<file path="config.mk">
export PLATFORM = sky130hd
export DESIGN_NAME = l2_eviction_buffer
export DESIGN_NICKNAME = d
export VERILOG_FILES = /design/src/rtl/l2_eviction_buffer_pkg.sv /design/src/rtl/l2_eviction_buffer_entry_array.sv /design/src/rtl/l2_eviction_buffer.sv
export SDC_FILE = /design/constraint.sdc
export NUM_CORES = 1
export LEC_CHECK = 0
export ABC_CLOCK_PERIOD_IN_PS = 15400
export BUFFER_PORTS_ARGS = -buffer_cell sky130_fd_sc_hd__buf_2
export CORE_AREA = 2 2 214 216
export CTS_BUF_LIST = sky130_fd_sc_hd__clkbuf_8
export DETAILED_ROUTE_END_ITERATION = 12
export DIE_AREA = 0 0 216 218
export REMOVE_ABC_BUFFERS = 1
export SETUP_SLACK_MARGIN = 0.02
export SYNTH_ARGS = -nofsm -noshare
export SYNTH_HDL_FRONTEND = slang
export SYNTH_SLANG_ARGS = --single-unit
</file>
<file path="constraint.sdc">
create_clock -name clk -period 15.4 [get_ports clk]
set_clock_uncertainty 0.05 [all_clocks]
set_input_delay 0 -clock clk [delete_from_list [all_inputs] [get_ports clk]]
set_output_delay 0 -clock clk [all_outputs]
set_load 0.02 [all_outputs]
</file>
<file path="src/rtl/l2_eviction_buffer_pkg.sv">
// Shared types for the LC-3b L2 write-back path.
// Latency: n/a (types, constants and one helper only).
// Backpressure: n/a.
package lc3b_types;

    typedef logic [15:0]  lc3b_word;
    typedef logic [11:0]  lc3b_c2_line_tag;
    typedef logic [127:0] lc3b_c2_line;

    typedef enum logic [1:0] {
        IDLE,
        RD_MEM,
        WR_MEM
    } lc3b_evb_state;

    // Line addresses are 16-byte aligned; the low nibble is never meaningful.
    localparam lc3b_word LINE_ADDR_MASK = 16'hFFF0;

    function automatic lc3b_c2_line_tag line_tag(input lc3b_word addr);
        return addr[15:4];
    endfunction

endpackage

</file>
<file path="src/rtl/l2_eviction_buffer_entry_array.sv">
// Storage for eviction-buffer entries (valid, line tag, line data) plus tag lookup.
// Latency: lookup and head read are combinational; write/clear take effect next cycle.
// Backpressure: none; the owner decides when to write or clear.
//
// Ports:
//   clk, reset                 clock, synchronous active-high reset (clears valid bits)
//   wr_en/wr_idx/wr_tag/wr_data write port, used for both allocate and coalesce
//   clr_en/clr_idx             clear port, used when the head is popped
//   lookup_tag                 tag compared against every valid entry
//   match_vec/match_idx        per-entry hit vector and lowest hitting index
//   match_data                 data of the entry at match_idx
//   head_idx/head_tag/head_data read port for the entry being drained
module evb_entry_array
    import lc3b_types::*;
#(
    parameter int DEPTH = 2,
    localparam int IDX_W = (DEPTH > 1) ? $clog2(DEPTH) : 1
) (
    input  logic              clk,
    input  logic              reset,
    input  logic              wr_en,
    input  logic [IDX_W-1:0]  wr_idx,
    input  logic [11:0]       wr_tag,
    input  logic [127:0]      wr_data,
    input  logic              clr_en,
    input  logic [IDX_W-1:0]  clr_idx,
    input  logic [11:0]       lookup_tag,
    output logic [DEPTH-1:0]  match_vec,
    output logic [IDX_W-1:0]  match_idx,
    output logic [127:0]      match_data,
    input  logic [IDX_W-1:0]  head_idx,
    output logic [11:0]       head_tag,
    output logic [127:0]      head_data
);

    logic [DEPTH-1:0] valid;
    lc3b_c2_line_tag  tag_q  [DEPTH];
    lc3b_c2_line      data_q [DEPTH];

    // A pop and a write never land in the same cycle, so the order of the
    // two updates below does not matter.
    always_ff @(posedge clk) begin
        if (reset) begin
            valid <= '0;
        end else begin
            if (clr_en) begin
                valid[clr_idx] <= 1'b0;
            end
            if (wr_en) begin
                valid[wr_idx] <= 1'b1;
            end
        end
    end

    // Payload needs no reset: it is only ever observed through a valid bit.
    always_ff @(posedge clk) begin
        if (wr_en) begin
            tag_q[wr_idx]  <= wr_tag;
            data_q[wr_idx] <= wr_data;
        end
    end

    // Coalescing keeps tags unique, so at most one bit of match_vec is set;
    // the lowest-index pick is only there to make the encoder well defined.
    always_comb begin
        logic found;
        found     = 1'b0;
        match_vec = '0;
        match_idx = '0;
        for (int i = 0; i < DEPTH; i++) begin
            match_vec[i] = valid[i] && (tag_q[i] == lookup_tag);
            if (match_vec[i] && !found) begin
                found     = 1'b1;
                match_idx = IDX_W'(i);
            end
        end
    end

    assign match_data = data_q[match_idx];
    assign head_tag   = tag_q[head_idx];
    assign head_data  = data_q[head_idx];

endmodule

</file>
<file path="src/rtl/l2_eviction_buffer.sv">
// Write-back buffer between L2 and pmem: absorbs dirty victims, forwards/serves reads, drains FIFO-order.
// Latency: buffered write or forwarded read -> l2_resp 1 cycle after acceptance; pmem reads -> 1 cycle after pmem_resp.
// Backpressure: L2 holds its request until l2_resp; writes stall while full or while a drain is in flight.
//
// Ports:
//   clk, reset                      clock, synchronous active-high reset
//   l2_read/l2_write/l2_address     held line request from the L2 (address low nibble ignored)
//   l2_wdata                        victim line data
//   l2_rdata/l2_resp                registered read data and one-cycle completion pulse
//   pmem_read/pmem_write            pmem line request, held until pmem_resp
//   pmem_address/pmem_wdata         pmem line address (low nibble 0) and write data
//   pmem_rdata/pmem_resp            pmem read data and completion pulse
//
// Build option: define L2_EVB_FORWARD_EN to serve reads that hit a buffered
// line straight from the buffer; without it such reads first force the line
// out to pmem and then read it back.
module l2_eviction_buffer
    import lc3b_types::*;
#(
    parameter int DEPTH = 2
) (
    input  logic         clk,
    input  logic         reset,
    input  logic         l2_read,
    input  logic         l2_write,
    input  logic [15:0]  l2_address,
    input  logic [127:0] l2_wdata,
    output logic [127:0] l2_rdata,
    output logic         l2_resp,
    output logic         pmem_read,
    output logic         pmem_write,
    output logic [15:0]  pmem_address,
    output logic [127:0] pmem_wdata,
    input  logic [127:0] pmem_rdata,
    input  logic         pmem_resp
);

    localparam int IDX_W = (DEPTH > 1) ? $clog2(DEPTH) : 1;
    localparam int CNT_W = IDX_W + 1;
    localparam logic [CNT_W-1:0] FULL_CNT = CNT_W'(DEPTH);

    lc3b_evb_state    state, state_next;
    logic [IDX_W-1:0] head, tail;
    logic [CNT_W-1:0] count;

    logic             do_alloc, do_coalesce, do_pop, do_fwd;
    logic             resp_set, rd_capture;

    logic [DEPTH-1:0] match_vec;
    logic             match_any;
    logic [IDX_W-1:0] match_idx;
    logic [127:0]     match_data;
    logic [11:0]      head_tag;
    logic [127:0]     head_data;

    evb_entry_array #(
        .DEPTH (DEPTH)
    ) u_entries (
        .clk        (clk),
        .reset      (reset),
        .wr_en      (do_alloc || do_coalesce),
        .wr_idx     (do_coalesce ? match_idx : tail),
        .wr_tag     (line_tag(l2_address)),
        .wr_data    (l2_wdata),
        .clr_en     (do_pop),
        .clr_idx    (head),
        .lookup_tag (line_tag(l2_address)),
        .match_vec  (match_vec),
        .match_idx  (match_idx),
        .match_data (match_data),
        .head_idx   (head),
        .head_tag   (head_tag),
        .head_data  (head_data)
    );

    assign match_any = |match_vec;

    // Requests are only looked at in IDLE, so a line being drained can never
    // be modified: a write to it waits for the pop and then allocates fresh,
    // which also keeps pmem_wdata stable for the whole pmem transaction.
    always_comb begin
        state_next  = state;
        do_alloc    = 1'b0;
        do_coalesce = 1'b0;
        do_pop      = 1'b0;
        do_fwd      = 1'b0;
        resp_set    = 1'b0;
        rd_capture  = 1'b0;
        case (state)
            IDLE: begin
                // While l2_resp is high the L2 is still holding the request
                // that just completed; sit out this cycle so it is neither
                // accepted twice nor treated as absent (which would start a
                // drain under a request that is about to be replaced).
                if (!l2_resp) begin
                    if (l2_read) begin
                        if (!match_any) begin
                            state_next = RD_MEM;
                        end else begin
`ifdef L2_EVB_FORWARD_EN
                            do_fwd   = 1'b1;
                            resp_set = 1'b1;
`else
                            // A hit implies count > 0: drain until the line
                            // has left the buffer, then read it from pmem.
                            state_next = WR_MEM;
`endif
                        end
                    end else if (l2_write) begin
                        if (match_any) begin
                            do_coalesce = 1'b1;
                            resp_set    = 1'b1;
                        end else if (count != FULL_CNT) begin
                            do_alloc = 1'b1;
                            resp_set = 1'b1;
                        end else begin
                            state_next = WR_MEM;
                        end
                    end else if (count != '0) begin
                        state_next = WR_MEM;
                    end
                end
            end
            RD_MEM: begin
                if (pmem_resp) begin
                    state_next = IDLE;
                    rd_capture = 1'b1;
                    resp_set   = 1'b1;
                end
            end
            WR_MEM: begin
                if (pmem_resp) begin
                    state_next = IDLE;
                    do_pop     = 1'b1;
                end
            end
            default: begin
                state_next = IDLE;
            end
        endcase
    end

    always_comb begin
        pmem_read    = 1'b0;
        pmem_write   = 1'b0;
        pmem_address = '0;
        pmem_wdata   = '0;
        case (state)
            RD_MEM: begin
                pmem_read    = 1'b1;
                pmem_address = l2_address & LINE_ADDR_MASK;
            end
            WR_MEM: begin
                pmem_write   = 1'b1;
                pmem_address = {head_tag, 4'h0};
                pmem_wdata   = head_data;
            end
            default: begin
            end
        endcase
    end

    // Allocate and pop are mutually exclusive (one completion per cycle),
    // so count never needs a simultaneous +1/-1 case.
    always_ff @(posedge clk) begin
        if (reset) begin
            state    <= IDLE;
            head     <= '0;
            tail     <= '0;
            count    <= '0;
            l2_resp  <= 1'b0;
            l2_rdata <= '0;
        end else begin
            state   <= state_next;
            l2_resp <= resp_set;
            if (do_alloc) begin
                tail  <= tail + IDX_W'(1);
                count <= count + CNT_W'(1);
            end
            if (do_pop) begin
                head  <= head + IDX_W'(1);
                count <= count - CNT_W'(1);
            end
            if (rd_capture) begin
                l2_rdata <= pmem_rdata;
            end else if (do_fwd) begin
                l2_rdata <= match_data;
            end
        end
    end

endmodule

</file>
# --- After elaboration in Yosys (flattened, before gate mapping) ---
# Memories as Yosys holds them, arrays and structs flattened. A register that Yosys moved wholly into a read port is not among the register bits.
# Cells that the tools add are included.
totals:
  mem_bits_rw: 280
  elab_cells: 93
  in_bits: 277
  memories: 2
  regBits: 137
op_classes:
  n_lt_le_gt_ge: 4
  reduce_logical: 13
  add_sub_neg: 4
  n_mux: 50
  bitwise: 3
  eq_ne: 10
mem_list:
  columns: ["name", "words", "word_bits", "read_ports", "rd_ports_with_merged_regs", "write_ports", "line", "text"]
  rows:
  - ["u_entries.data_q", 2, 128, 1, 1, 1, "l2_eviction_buffer_entry_array.sv:38", "lc3b_c2_line data_q [DEPTH];"]
  - ["u_entries.tag_q", 2, 12, 3, 1, 1, "l2_eviction_buffer_entry_array.sv:37", "lc3b_c2_line_tag tag_q [DEPTH];"]
op_table:
  columns: ["operator", "n"]
  rows:
  - ["$mux W128", 1]
  - ["$pmux W16 S2", 1]
  - ["$mux W1", 31]
  - ["$mux W2", 13]
  - ["$eq A12 B12 Y1", 2]
  - ["$ne A4 B4 Y1 const B", 3]
  - ["$logic_and A1 B1 Y1", 5]
  - ["$reduce_and A5 Y1", 1]
  - ["$lt A1 B2 Y1 const B", 2]
  - ["$ne A2 B2 Y1 const B", 2]
  - ["$pmux W2 S2", 1]
  - ["$reduce_bool A2 Y1", 2]
  - ["$reduce_or A2 Y1", 2]
  - ["$add A1 B1 Y1 const B", 2]
  - ["$add A2 B1 Y2 const B", 1]
  - ["$and A2 B2 Y2", 1]
  - ["$demux W1 S1", 2]
  - ["$eq A2 B1 Y1 const B", 1]
  - ["$eq A2 B2 Y1 const B", 1]
  - ["$ge A1 B1 Y1 const B", 2]
  - ["$logic_not A2 Y1", 1]
  - ["$ne A2 B1 Y1 const B", 1]
  - ["$not A2 Y2", 1]
  - ["$or A2 B2 Y2", 1]
  - ["4 further kinds", 4]

# --- Logic depth before layout (Yosys ltp) ---
# An unclocked memory read counts as a cell.
depth:
  ltp_word: 16
  mapped_depth: 8
  ltp_nobuf: 7

# --- By module ---
# From an unflattened synthesis, not the netlist that was laid out.
unflattened:
  hier_cells: 1407
  hier_area_um2: 18406.4
by_module_without_submodules:
  columns: ["module", "cells_each", "instances", "seq_area_each_um2", "area_each_um2"]
  rows:
  - ["evb_entry_array", 623, 1, 8448.1, 12510.7]
  - ["l2_eviction_buffer", 784, 1, 2702.6, 5895.7]

# --- Worst setup path before layout ---
# Ideal clock, no wire load.
synth_timing:
  path_kind: "flip-flop to flip-flop"
  start: "mem u_entries.tag_q[0][6] (netlist name)"
  end: "mem u_entries.data_q[0][0] (netlist name), enable pin"
  setup_time_ns: 0.641
  period_less_slack_ns: 7.713
  arrival_time_ns: 7.022
  path_stages_with_launch: 6
  path_buffers: 0
  setup_slack_ns: 7.687
  cell_sequence: "edfxtp_1 > xnor2_1 > nand4_1 > nor4_4 > a21oi_1 > nor2_1"
synth_rtl:
  columns: ["item", "line"]
  rows:
  - ["from (decl)", "l2_eviction_buffer_entry_array.sv:37"]
  - ["to (decl)", "l2_eviction_buffer_entry_array.sv:38"]

# --- Final worst setup path ---
layout_timing:
  start: "reg state[1]"
  end: "reg l2_rdata[40]"
layout_between:
  elab_chain_cells: 2
layout_lines:
  columns: ["item", "line", "text"]
  rows:
  - ["from (decl)", "l2_eviction_buffer.sv:42", "lc3b_evb_state state, state_next;"]
  - ["from (signal assigned)", "l2_eviction_buffer.sv:174", "state <= state_next;"]
  - ["$eq A2 B1 Y1", "l2_eviction_buffer.sv:89", "case (state)"]
  - ["$mux W1", "l2_eviction_buffer.sv:89", null]
  - ["to (signal assigned)", "l2_eviction_buffer.sv:185", "l2_rdata <= pmem_rdata;"]
  - ["to (signal assigned)", "l2_eviction_buffer.sv:187", "l2_rdata <= match_data;"]
  - ["to (decl)", "l2_eviction_buffer.sv:28", "output logic [127:0] l2_rdata,"]
# Every way passes these cells.
# A chain may end at the register's enable or synchronous reset.

==> out/qor.yml <==
floorplan:
  start_util_pct: 36.1
  fp.dieW_um: 216
  fp.dieH_um: 218
  num_io_pins: 552
  coreArea_sq_um: 44900
  num_rows: 78
  die_area_sq_um: 47100
timing:
  whs_ns: 0.0674
  slew_headroom_pct: 34.0
  worst_slew_pin_slew_ns: 0.990
  rsz0062_at_grt: "false"
  fmax_mhz: 284
  fin_setup_tns_ns: 0
  timing.final.crit_share_pct: 22.9
  finalSetupViolations: 0
  finalHoldViolCount: 0
  maxSlewViolCount: 0
  finalCriticalPeriod_ns: 3.52
detailed_routing:
  via_per_inst: 4.77
  wl_per_cell_um: 18.5
  wl_mm: 53.3
  first_pass_iters: 5
  drc: 0
  ant_nets: 0
  route.vias.total: 13743
  drt_iter0_drc: 849
worst_setup_path:
  worstPathCellList: "inv_1, ha_1, and2_4, buf_4, nand2_1, a21oi_1, dlygate4sd3_1"
  crit_path_max_incr_delay_ns: 0.77
  cp.required_ns: 15.90
  startpoint_type: "flip-flop"
  end_kind: "flip-flop"
  crit_arrival_ns: 4.02
  path_buf_inv: 3
  path_max_fanout: 88
  critPathSlowestCell: "buf_4"
  critPathTopFamily: "buffers and inverters"
  worstSetupPathType: "reg2reg"
logic_synthesis:
  synth-async-reset-ratio_pct: 0
  synth_cell_types: 46
  synth_area_sq_um: 16200
  yosys_warnings: 0
  syn-instance-count: 1276
  ys_seq_area_share_pct: 68.9
  syn_avg_cell_area_sq_um: 12.7
  synth-edff-count: 280
  ys_dominant_reg_cell: "edfxtp_1"
  ys_seq_elements: 418
global_routing:
  met2_usage_pct: 37.8
  use_met1_pct: 24.1
  antenna_found_initial: 5
  track_usage_pct: 21.8
  overflow: 0
  grt_pass1_vias: 14034
  groute.layer.met3.usage_pct: 7.15
  top_usage_layer: "met2"
  grt_pass1_wl_mm: 79.1
  grt_max_degree: 102
clocking:
  cts_buffer_depth: 3
  insertion_delay_ns: 0.64
  cts_tree: "built"
  cts.sinks: 418
  path_clk_slew_ns: 0.06
  cts_setup_buffers: 0
  root_buffer: "clkbuf_8"
  cts_buffers: 72
  htree_levels: 3
layout:
  final_cell_mix: "542 x buf_2, 397 x dlygate4sd3_1, 280 x edfxtp_1, 263 x nand2_1, 146 x nor2b_1"
  layout-drive-gt1-share_pct: 29.7
  final_common_cell: "buf_2"
  areaGrowthSynthToFinish_pct: 53.3
  final_util_pct: 55.4
  final_cell_area_sq_um: 24900
  nets: 2502
status:
  outcome: "finished, final reports clean"
placement:
  routabilityCongestion: 0.824
  port_buffers: 543
  dpl-instance-area_sq_um: 19500
  hpwl_mm: 32.5
power:
  vdd_drop_max_v: 0.0000731
  p_per_area_nw_per_um2: 109
  p_leak_nw: 9.91
flow_run:
  drv_cap: 0
hold_path:
  hold_path.class: "in2reg"
## power breakdown
part	internal, mW	switching [mW]	total [mW]	leakage (nW)
registers	1.26	0.0245	1.29	3.67
logic	0.190	0.241	0.432	5.45
clock network	0.533	0.449	0.982	0.785
total	1.99	0.715	2.70	9.91
## metrics by stage
stage / power [mW] / setup slack (ns) / std cells
floorplan: 1.53 / 7.69 / 1197
global placement: 1.65 / 11.90 / 2351
detailed placement: 1.66 / 11.88 / 2351
CTS: 2.72 / 11.85 / 2873
global route: 2.82 / 11.55 / 2878
finish: 2.70 / 11.88 / 2879
## cell families after synthesis
family                     count (synthesis)  share of synthesized area, %
AOI/OAI and AO/OA                        159                          5.36
xor gates and xnor gates                  25                          1.35
adders and majority gates                  3                         0.231
buffers and inverters                     86                          2.19
DFF                                      418                          68.9
muxes                                    141                          8.80
other                                      1                        0.0231
and+or+nand+nor                          443                          13.2
## path summary, 6_finish.rpt
kind	startpoint	end	slack, ns	depth (start not counted)
hold reg to reg	l2_rdata[111]	l2_rdata[111]	0.40	2
hold / removal	l2_wdata[95]	u_entries.data_q[1][95]	0.07	2
setup reg to reg	state[1]	l2_rdata[40]	11.88	7
setup / recovery	state[1]	l2_rdata[40]	11.88	7
## cell usage after synthesis (2+ instances only)
cell type    n  area (sq um)
o21ai_0      3          15.0
buf_2       14          70.1
xnor2_1     24           210
nor2_1       8          30.0
mux2i_1    128          1280
nand4_1      4          25.0
ha_1         3          37.5
edfxtp_1   280          8410
a22oi_1     12          90.1
nand3_1      2          10.0
o31ai_1      2          15.0
or4_1        2          15.0
nor2b_1    146           913
buf_1        7          26.3
a221o_1      2          20.0
dfxtp_1    138          2760
mux2_2      13           146
buf_4        4          30.0
o211ai_1     2          15.0
nand2b_1     2          12.5
a21oi_1    132           661
inv_1        4          15.0
nand2_1    264           991
nor4_1       2          12.5
clkbuf_1    57           214
## cell type report
cell class,instances,area [sq um]
antenna,6,15.0
clock buffer,85,1170
clock inverter,40,220
fill,3741,20000
inverter,4,15.0
multi-input combinational,775,4740
sequential,418,11200
tap,600,751
timing repair buffer,951,6780
## metal layers
layer	vias up	part of all wire, %
li1	6362	-
met1	6620	38
met2	612	50
met3	147	8.7
met4	2	4.0
met5	-	0.077
## timing repair
item / CTS / global route
hold endpoints to repair: 418 / 0
hold buffers: 397 / 0
gates resized for setup: 0 / 0
## registers in the layout (all words and copies together), names as in the netlist, named ones only
register / flops
tail: 1
u_entries.data_q: 256
count: 2
u_entries.valid: 2
u_entries.tag_q: 24
l2_rdata: 128
state: 2
head: 1
l2_resp: 1
Power figures use the tool's default switching activity.
